$ cat config.mk
export PLATFORM = sky130hd
export DESIGN_NAME = axi_master_burst_writer
export DESIGN_NICKNAME = d
export VERILOG_FILES = /design/src/rtl/axi_pkg.sv /design/src/rtl/axi_burst_len_calc.sv /design/src/rtl/axi_master_burst_writer.sv
export SDC_FILE = /design/constraint.sdc
export NUM_CORES = 1
export LEC_CHECK = 0
export BUFFER_PORTS_ARGS = -buffer_cell sky130_fd_sc_hd__buf_4
export CAP_MARGIN = 20
export CORE_MARGIN = 2
export CORE_UTILIZATION = 25
export DETAILED_ROUTE_END_ITERATION = 6
export SETUP_SLACK_MARGIN = 0.2
export SYNTH_ARGS = -nofsm -noshare
export SYNTH_HDL_FRONTEND = slang
export SYNTH_SLANG_ARGS = --single-unit
$ cat constraint.sdc
create_clock -name clk -period 3.65 [get_ports clk]
set_input_delay 0 -clock clk [delete_from_list [all_inputs] [get_ports clk]]
set_output_delay 0 -clock clk [all_outputs]
set_load 0.03 [all_outputs]
$ cat src/rtl/axi_pkg.sv
// Shared AXI constants, write-master state encoding and helpers.
//   AXI_BURST_*  : AWBURST encodings
//   AXI_RESP_*   : BRESP encodings
//   AXI_4K_BYTES : size of the page a burst may not cross
//   wr_state_e   : burst writer FSM states
//   clog2()      : ceil(log2(v)), used for AWSIZE and beat/byte shifts
//   resp_is_err(): 1 for SLVERR/DECERR
package axi_pkg;

    localparam logic [1:0] AXI_BURST_FIXED = 2'b00;
    localparam logic [1:0] AXI_BURST_INCR  = 2'b01;

    localparam logic [1:0] AXI_RESP_OKAY   = 2'b00;
    localparam logic [1:0] AXI_RESP_EXOKAY = 2'b01;
    localparam logic [1:0] AXI_RESP_SLVERR = 2'b10;
    localparam logic [1:0] AXI_RESP_DECERR = 2'b11;

    localparam int AXI_4K_BYTES = 4096;

    typedef enum logic [2:0] {IDLE, CALC, AW, W, B, DONE} wr_state_e;

    function automatic int clog2(input int v);
        int r;
        r = 0;
        for (int i = 0; i < 31; i++) begin
            if ((1 << i) < v) r = i + 1;
        end
        return r;
    endfunction

    function automatic logic resp_is_err(input logic [1:0] resp);
        logic e;
        case (resp)
            AXI_RESP_OKAY, AXI_RESP_EXOKAY:   e = 1'b0;
            AXI_RESP_SLVERR, AXI_RESP_DECERR: e = 1'b1;
            default:                          e = 1'b1;
        endcase
        return e;
    endfunction

endpackage

$ cat src/rtl/axi_burst_len_calc.sv
// Burst length calculator: burst_beats = min(remaining, cap, beats_to_4k).
//   remaining   : beats still to move in this transfer (nonzero when used)
//   addr_lo     : low 12 bits of the next burst start address (beat aligned)
//   burst_fixed : FIXED bursts use the 16-beat cap and ignore the 4 KB page
//   burst_beats : result, 1..256
module axi_burst_len_calc
    import axi_pkg::*;
#(
    parameter int DATA_WIDTH      = 32,
    parameter int LEN_WIDTH       = 16,
    parameter int MAX_BURST_BEATS = 16
) (
    input  logic [LEN_WIDTH-1:0] remaining,
    input  logic [11:0]          addr_lo,
    input  logic                 burst_fixed,
    output logic [8:0]           burst_beats
);

    localparam int SHIFT     = clog2(DATA_WIDTH / 8);
    localparam int CAP_INCR  = MAX_BURST_BEATS;
    localparam int CAP_FIXED = (MAX_BURST_BEATS < 16) ? MAX_BURST_BEATS : 16;
    // Common compare width: 13 bits holds 4096 (8-bit bus at a page start).
    localparam int CW        = (LEN_WIDTH > 13) ? LEN_WIDTH : 13;

    logic [12:0]   bytes_to_4k;
    logic [12:0]   beats_to_4k;
    logic [12:0]   cap;
    logic [12:0]   limit;
    logic [CW-1:0] rem_w;
    logic [CW-1:0] lim_w;

    always_comb begin
        bytes_to_4k = 13'(AXI_4K_BYTES) - {1'b0, addr_lo};
        beats_to_4k = bytes_to_4k >> SHIFT;
        cap         = burst_fixed ? 13'(CAP_FIXED) : 13'(CAP_INCR);
        limit       = (!burst_fixed && (beats_to_4k < cap)) ? beats_to_4k : cap;
        rem_w       = CW'(remaining);
        lim_w       = CW'(limit);
        // Both candidates are <= 256 whenever selected, so 9 bits suffice.
        burst_beats = (rem_w < lim_w) ? rem_w[8:0] : lim_w[8:0];
    end

endmodule

$ cat src/rtl/axi_master_burst_writer.sv
// AXI write master: splits a DMA transfer of total_beats beats into legal
// bursts (beat cap, 4 KB page), one burst outstanding at a time.
//   clk, rst           : clock, synchronous active-high reset
//   start/target_addr/total_beats/burst_fixed : command, taken when idle
//   busy, done, err    : status; err is sticky over the transfer
//   fifo_rdata/fifo_rempty/fifo_rpull : FWFT FIFO read port
//   AW*, W*, B*        : AXI write address, data and response channels
module axi_master_burst_writer
    import axi_pkg::*;
#(
    parameter int ADDR_WIDTH      = 32,
    parameter int DATA_WIDTH      = 32,
    parameter int LEN_WIDTH       = 16,
    parameter int MAX_BURST_BEATS = 16
) (
    input  logic                    clk,
    input  logic                    rst,
    input  logic                    start,
    input  logic [ADDR_WIDTH-1:0]   target_addr,
    input  logic [LEN_WIDTH-1:0]    total_beats,
    input  logic                    burst_fixed,
    output logic                    busy,
    output logic                    done,
    output logic                    err,
    input  logic [DATA_WIDTH-1:0]   fifo_rdata,
    input  logic                    fifo_rempty,
    output logic                    fifo_rpull,
    output logic [ADDR_WIDTH-1:0]   AWADDR,
    output logic                    AWVALID,
    input  logic                    AWREADY,
    output logic [7:0]              AWLEN,
    output logic [2:0]              AWSIZE,
    output logic [1:0]              AWBURST,
    output logic [DATA_WIDTH-1:0]   WDATA,
    output logic [DATA_WIDTH/8-1:0] WSTRB,
    output logic                    WLAST,
    output logic                    WVALID,
    input  logic                    WREADY,
    input  logic [1:0]              BRESP,
    input  logic                    BVALID,
    output logic                    BREADY
);

    localparam int SHIFT = clog2(DATA_WIDTH / 8);

    wr_state_e             state_q, state_d;
    logic [ADDR_WIDTH-1:0] addr_q, addr_d;
    logic [LEN_WIDTH-1:0]  rem_q, rem_d;
    logic [8:0]            burst_beats_q, burst_beats_d;
    logic [8:0]            beat_cnt_q, beat_cnt_d;
    logic                  fixed_q, fixed_d;
    logic                  err_q, err_d;

    logic [8:0]            calc_beats;
    logic                  w_hs;
    logic                  last_beat;
    logic [ADDR_WIDTH-1:0] burst_bytes;

    axi_burst_len_calc #(
        .DATA_WIDTH      (DATA_WIDTH),
        .LEN_WIDTH       (LEN_WIDTH),
        .MAX_BURST_BEATS (MAX_BURST_BEATS)
    ) u_len_calc (
        .remaining   (rem_q),
        .addr_lo     (addr_q[11:0]),
        .burst_fixed (fixed_q),
        .burst_beats (calc_beats)
    );

    assign w_hs        = WVALID && WREADY;
    assign last_beat   = (beat_cnt_q == (burst_beats_q - 9'd1));
    assign burst_bytes = ADDR_WIDTH'(burst_beats_q) << SHIFT;

    // State register and datapath flops.
    always_ff @(posedge clk) begin
        if (rst) begin
            state_q       <= IDLE;
            addr_q        <= '0;
            rem_q         <= '0;
            burst_beats_q <= '0;
            beat_cnt_q    <= '0;
            fixed_q       <= 1'b0;
            err_q         <= 1'b0;
        end else begin
            state_q       <= state_d;
            addr_q        <= addr_d;
            rem_q         <= rem_d;
            burst_beats_q <= burst_beats_d;
            beat_cnt_q    <= beat_cnt_d;
            fixed_q       <= fixed_d;
            err_q         <= err_d;
        end
    end

    // Next-state logic.
    always_comb begin
        state_d = state_q;
        case (state_q)
            IDLE: if (start) state_d = (total_beats != '0) ? CALC : DONE;
            CALC: state_d = AW;
            AW:   if (AWREADY) state_d = W;
            W:    if (w_hs && last_beat) state_d = B;
            B:    if (BVALID) state_d = (rem_q == '0) ? DONE : CALC;
            DONE: state_d = IDLE;
            default: state_d = IDLE;
        endcase
    end

    // Datapath updates.
    always_comb begin
        addr_d        = addr_q;
        rem_d         = rem_q;
        burst_beats_d = burst_beats_q;
        beat_cnt_d    = beat_cnt_q;
        fixed_d       = fixed_q;
        err_d         = err_q;
        case (state_q)
            IDLE: begin
                if (start) begin
                    addr_d  = target_addr;
                    rem_d   = total_beats;
                    fixed_d = burst_fixed;
                    err_d   = 1'b0;
                end
            end
            CALC: begin
                burst_beats_d = calc_beats;
                beat_cnt_d    = '0;
            end
            W: begin
                if (w_hs) begin
                    beat_cnt_d = beat_cnt_q + 9'd1;
                    rem_d      = rem_q - 1'b1;
                end
            end
            B: begin
                if (BVALID) begin
                    err_d = err_q | resp_is_err(BRESP);
                    // FIXED bursts keep hammering the same address.
                    if (!fixed_q) addr_d = addr_q + burst_bytes;
                end
            end
            default: ;
        endcase
    end

    // State-decoded outputs.
    always_comb begin
        AWVALID = (state_q == AW);
        WVALID  = (state_q == W) && !fifo_rempty;
        WLAST   = (state_q == W) && last_beat;
        BREADY  = (state_q == B);
        busy    = (state_q == CALC) || (state_q == AW) || (state_q == W) || (state_q == B);
        done    = (state_q == DONE);
    end

    assign AWADDR     = addr_q;
    assign AWLEN      = 8'(burst_beats_q - 9'd1);
    assign AWSIZE     = 3'(SHIFT);
    assign AWBURST    = fixed_q ? AXI_BURST_FIXED : AXI_BURST_INCR;
    assign WDATA      = fifo_rdata;
    assign WSTRB      = '1;
    assign fifo_rpull = w_hs;
    assign err        = err_q;

endmodule

## Yosys cells after proc, flatten, opt, wreduce, memory -nomap -nowiden

Cells that the tools add are included.

- Logic and storage cells: 80
- Register bits after elaboration: 71
- Bits of input ports: 90
- Output and inout port bits: 89

- Equality and inequality tests: 15
- Reduce and logical (&&, ||, !) cells: 25
- $lt $le $gt $ge: 2
- Bitwise gates (word level): 1
- Mux-type cells: 25
- Add/sub/neg operators: 5

Operator list:

| operator | count |
|---|---|
| $mux W32 | 3 |
| $pmux W32 S2 | 1 |
| $add A32 B11 Y32 | 1 |
| $mux W16 | 2 |
| $pmux W16 S2 | 1 |
| $mux W3 | 6 |
| $mux W9 | 2 |
| $pmux W9 S2 | 1 |
| $logic_not A16 Y1 | 1 |
| $lt A16 B11 Y1 | 1 |
| $reduce_bool A16 Y1 | 1 |
| $sub A16 B1 Y16 const B | 1 |
| $pmux W3 S5 | 1 |
| $sub A13 B12 Y13 const A | 1 |
| $lt A11 B5 Y1 const B | 1 |
| $mux W11 | 1 |
| $ne A2 B2 Y1 const B | 5 |
| $add A9 B1 Y9 const B | 1 |
| $eq A9 B9 Y1 | 1 |
| $sub A9 B1 Y9 const B | 1 |
| $reduce_and A4 Y1 | 2 |
| $eq A3 B2 Y1 const B | 2 |
| $eq A3 B3 Y1 const B | 2 |
| $reduce_and A3 Y1 | 2 |
| other kinds (15) | 32 |

## Longest topological paths before layout

- Word-level depth: 8
- Gate-level depth with buffers: 13
- Mapped depth without buffers: 13

## By module

Synthesis repeated with hierarchy kept, for this count alone.

- Cell total of the unflattened synthesis: 718
- Area total of the unflattened synthesis: 5494.0 µm²

By module, submodules not included:

| module | cells an instance | instances | area each (µm²) | seq. area each (µm²) |
|---|---|---|---|---|
| axi_master_burst_writer | 658 | 1 | 5008.6 | 1421.4 |
| axi_burst_len_calc | 60 | 1 | 485.5 | 0.0 |

## Least setup slack after synthesis

No wires, ideal clock.

- Path kind: reg-to-output
- Start: register burst_beats_q[0]
- End: output WLAST
- Setup slack: -0.145 ns
- Stages on the path, launching flop included: 8
- Data required time: 3.650 ns
- Buffers on the path: 0
- Arrival: 3.795 ns
- Cell sequence: dfxtp_1 -> inv_1 -> ha_1 -> or3b_1 -> xnor2_1 -> xor2_1 -> a211o_1 -> a2111oi_0

- Word-level cells in the longest chain between the ends: 3

Ends and longest elaborated chain:

| what | line | RTL |
|---|---|---|
| start: declaration | axi_master_burst_writer.sv:49 | `logic [8:0] burst_beats_q, burst_beats_d;` |
| start signal: assignment | axi_master_burst_writer.sv:88 | `burst_beats_q <= burst_beats_d;` |
| $sub A9 B1 Y9 | -- |  |
| named net AWLEN[0] | axi_master_burst_writer.sv:31 | `output logic [7:0] AWLEN,` |
| $eq A9 B9 Y1 | axi_master_burst_writer.sv:71 | `assign last_beat = (beat_cnt_q == (burst_beats_q - 9'd1));` |
| $logic_and A1 B1 Y1 | axi_master_burst_writer.sv:151 | `WLAST = (state_q == W) && last_beat;` |
| end: declaration | axi_master_burst_writer.sv:36 | `output logic WLAST,` |

The timed path passes the listed nets, and every way through them passes these cells.

## Worst setup path in the final report

- Start: register addr_q[0] (netlist: AWADDR[0])
- End: register burst_beats_q[4]

- Word-level cells in the longest chain between the ends: 6

Ends and longest elaborated chain:

| what | line | RTL |
|---|---|---|
| start: declaration | axi_master_burst_writer.sv:47 | `logic [ADDR_WIDTH-1:0] addr_q, addr_d;` |
| start signal: assignment | axi_master_burst_writer.sv:86 | `addr_q <= addr_d;` |
| $sub A13 B12 Y13 * | axi_burst_len_calc.sv:33 | `bytes_to_4k = 13'(AXI_4K_BYTES) - {1'b0, addr_lo};` |
| $lt A11 B5 Y1 | axi_burst_len_calc.sv:36 | `limit = (!burst_fixed && (beats_to_4k < cap)) ? beats_to_4k : cap;` |
| $logic_and A1 B1 Y1 | axi_burst_len_calc.sv:36 |  |
| $mux W11 * | axi_burst_len_calc.sv:36 |  |
| $lt A16 B11 Y1 | axi_burst_len_calc.sv:40 | `burst_beats = (rem_w < lim_w) ? rem_w[8:0] : lim_w[8:0];` |
| $mux W9 * | axi_burst_len_calc.sv:40 |  |

Mark *: on every way between the ends. The rest lies on a longest branch, timed or not.
A chain may end at the register's enable or synchronous reset.

==> results.md <==
| Parameter | Value |
|:---|:---|
| Starting utilization of the core area | 25.4% |
| All-Layer GR Usage | 15.8% |
| Crit-path slowest cell | or4_4 |
| Post-synthesis cell count | 719 |
| Top-level port count | 179 |
| Slew of the pin with the lowest slew margin | 1.01 ns |
| Placeable core area | 0.0209 mm² |
| Final antenna-violating net count | 0 |
| Highest Signal Layer | met4 |
| Routed length per placed instance | 16.3 µm |
| Number of library cell types mapped by synthesis | 73 |
| Wire length of the first global-routing pass | 27,800 µm |
| Leakage power total | 2.72 nW |
| Number of pins exceeding their max-slew limit in the final report | 0 |
| Net count, final | 926 |
| Number of detailed-routing iterations run before antenna repair | 5 |
| Via count of the routed design | 5,702 |
| Power Dens Cells | 410 mW/mm² |
| WL met3 | 1170 µm |
| Kind of start point of the critical path | flop |
| Post-detailed-placement half-perimeter wirelength | 12,900 µm |
| Capturing element type of the critical path | flop |
| Final hold violation count | 0 |
| Skew-Pair Late Insertion Delay | 0.35 ns |
| Setup_tns | 0 ns |
| Antenna Diode Count | 0 |
| Vertical die dimension | 150 µm |
| Leading cell type in the layout, fill and taps excluded | buf_4 |
| Total CTS buffers | 9 |
| GP Congestion | 0.887 |
| Sequential share of the synthesized area | 26.8% |
| Wire length on met1 | 8100 µm |
| Growth of design area from synthesis to finish | 27.6% |
| Bufs on Longest Clock Path | 2 |
| Pin count of the biggest net entering global routing | 53 |
| Length of routed met2 wiring | 8190 µm |
| Hold crit path type | in -> out |
| Number of vias per cell after detailed routing | 5.22 |
| Number of H-tree branching levels | 3 |
| Worst path top cell family by delay | simple AND/OR/NAND/NOR gates |
| Cells traversed along the worst timing path | or4_4 -> nor4_4 -> mux2_4 -> nor3_4 -> buf_4 -> ha_1 -> a21oi_1 -> o21ai_1 -> nor2b_1 -> nor3_2 -> a21oi_4 -> or4_1 -> o221ai_1 |
| Clock tree from TritonCTS | done |
| Required time worst endpoint | 3.92 ns |
| Endpoints failing setup | 0 |
| Number of standard-cell rows in the floorplan | 53 |
| Final Power | 2.77 mW |
| Top_reg_cell synth | dfxtp_1 |
| Final worst path period share | 91.1% |
| Worst VDD drop | 0.236 mV |
| DRT Wirelength | 17,800 µm |
| Die Width | 150 µm |
| Initial drt markers | 356 |
| Critical path class | reg -> reg |
| Clk_skew | 0.00844 ns |
| Maximum operating frequency | 301 MHz |
| Ys async rst share | 0% |
| Relative slew margins | 32.2% |
| Number of antenna violations at the first check in global routing | 0 |
| Max-cap violation count | 0 |
| Final critical delay including setup and external delays | 3.33 ns |
| Most frequent cells in the layout | buf_4, nor2_1, dfxtp_1 |
| Count of buffers from port buffering | 105 |
| CTS root buffer | clkbuf_16 |
| Post-synth EDFFs | 0 |
| Count of warnings emitted by yosys | 0 |
| Clock slew seen by the registers of the worst setup and hold paths | 0.06 ns |
| Worst path bufs/invs | 1 |
| Outcome | finished, final reports clean |
| Unrepaired setup endpoints after global routing | true |
| Synthesized area per cell | 7.37 µm² |
| Maximum fanout count along the critical path | 7 |
| Vias in the first global route | 5,149 |
| Congestion Overflow GR | 0 |
| Die Footprint | 0.0224 mm² |
| Share of layout cells above drive strength 1 | 19.2% |
| Data arrival time at the worst-slack endpoint | 3.59 ns |
| Seq cells post-synth | 71 |
| Synthesized cell area | 0.00530 mm² |
| Clock net sink count | 71 |
| DRC violations left | 0 |
| Largest stage delay, worst path | 0.60 ns |
per-stage QoR:
step / instances / hold WS (ns) / setup WS (ns) / util (%) / cell area (µm²)
2_1_floorplan: 731 / 0.112 / 0.249 / - / 5350
3_3_place_gp: 1052 / 0.000205 / 0.297 / 29.5 / 6170
3_5_place_dp: 1052 / 0.000205 / 0.265 / 29.5 / 6170
4_1_cts: 1092 / 0.000205 / 0.236 / 32.2 / 6720
5_1_grt: 1093 / 0.0000468 / 0.163 / 32.4 / 6770
6_report: 1093 / 0.00000965 / 0.323 / 32.4 / 6770
cell type report:
cell class                 count  area (µm²)
sequential                    71        1420
fill                        2237       14100
clock inverter                 5        56.3
inverter                      24        90.1
tap                          275         344
multi-input combinational    561        3450
clock buffer                  11         253
timing repair buffer         146        1160
worst reg2reg max path, delay by kind of cell, from the launching register on:
family	cells	cell delay, ns
compound gates	4	0.48
mux	1	0.36
flops	1	0.35
simple gates	6	1.77
fa+ha+maj	1	0.13
buf+inv	1	0.16
repair_timing:
action / in CTS / in global routing
endpoints found under the hold margin: 24 / 0
hold buffers: 24 / 0
setup endpoints to repair: 0 / 9
resized for setup: 0 / 7
setup buffers: 0 / 1
power breakdown:
group / internal, mW / total [mW] / switching [mW]
logic: 0.358 / 0.896 / 0.538
registers: 0.836 / 0.939 / 0.102
clock network: 0.565 / 0.937 / 0.371
synth_stat cells (5+ instances only):
| master | count | area, µm² |
|---|---|---|
| nor2_1 | 77 | 289 |
| dfxtp_1 | 71 | 1420 |
| nand2_1 | 70 | 263 |
| a21oi_1 | 57 | 285 |
| nand3_1 | 41 | 205 |
| buf_4 | 40 | 300 |
| clkbuf_1 | 31 | 116 |
| o21ai_0 | 28 | 140 |
| nor4_1 | 24 | 150 |
| ha_1 | 22 | 275 |
| inv_1 | 20 | 75.1 |
| nor3_1 | 20 | 100 |
| o21ai_1 | 19 | 95.1 |
| nand4_1 | 16 | 100 |
| xor2_1 | 15 | 131 |
| a211oi_1 | 10 | 75.1 |
| xnor2_1 | 10 | 87.6 |
| a311oi_1 | 9 | 78.8 |
| nor2b_1 | 9 | 56.3 |
| a21o_1 | 8 | 60.1 |
| a31oi_1 | 6 | 37.5 |
| a32o_1 | 6 | 60.1 |
| and3_1 | 6 | 37.5 |
| o21a_1 | 6 | 45.0 |
| a22oi_1 | 5 | 37.5 |
| o211ai_1 | 5 | 37.5 |
kinds of logic (layout without fill, tap and decap cells):
kind of cell | after synthesis | in the layout | synth area share, %
AOI/OAI and AO/OA | 204 | 204 | 25.4
adders and majority gates | 23 | 23 | 5.57
xor gates and xnor gates | 25 | 25 | 4.13
buffers and inverters | 99 | 186 | 9.87
muxes | 5 | 5 | 1.18
other | 2 | 14 | 0.142
DFF | 71 | 71 | 26.8
and+or+nand+nor | 290 | 290 | 26.9
state kept, by name, indices dropped and copies added (netlist names):
name	count
beat_cnt_q	9
AWADDR	32
rem_q	16
burst_beats_q	9
err	1
state_q	3
fixed_q	1
routing by layer:
metal	GRT usage (%)	vias up
met5	0	-
met4	4.52	0
met3	4.15	26
met2	25.0	194
met1	21.1	2695
li1	-	2787
worst paths after layout:
kind | start | end | slack (ns) | cells past startpoint
worst max-delay path | AWADDR[0] | burst_beats_q[4] | 0.32 | 13
worst min-delay path | fifo_rdata[12] | WDATA[12] | 0.00001 | 0
worst max register to register | AWADDR[0] | burst_beats_q[4] | 0.32 | 13
worst min register to register | rem_q[15] | rem_q[15] | 0.49 | 2
No activity file was read; power rests on OpenSTA's default activity.
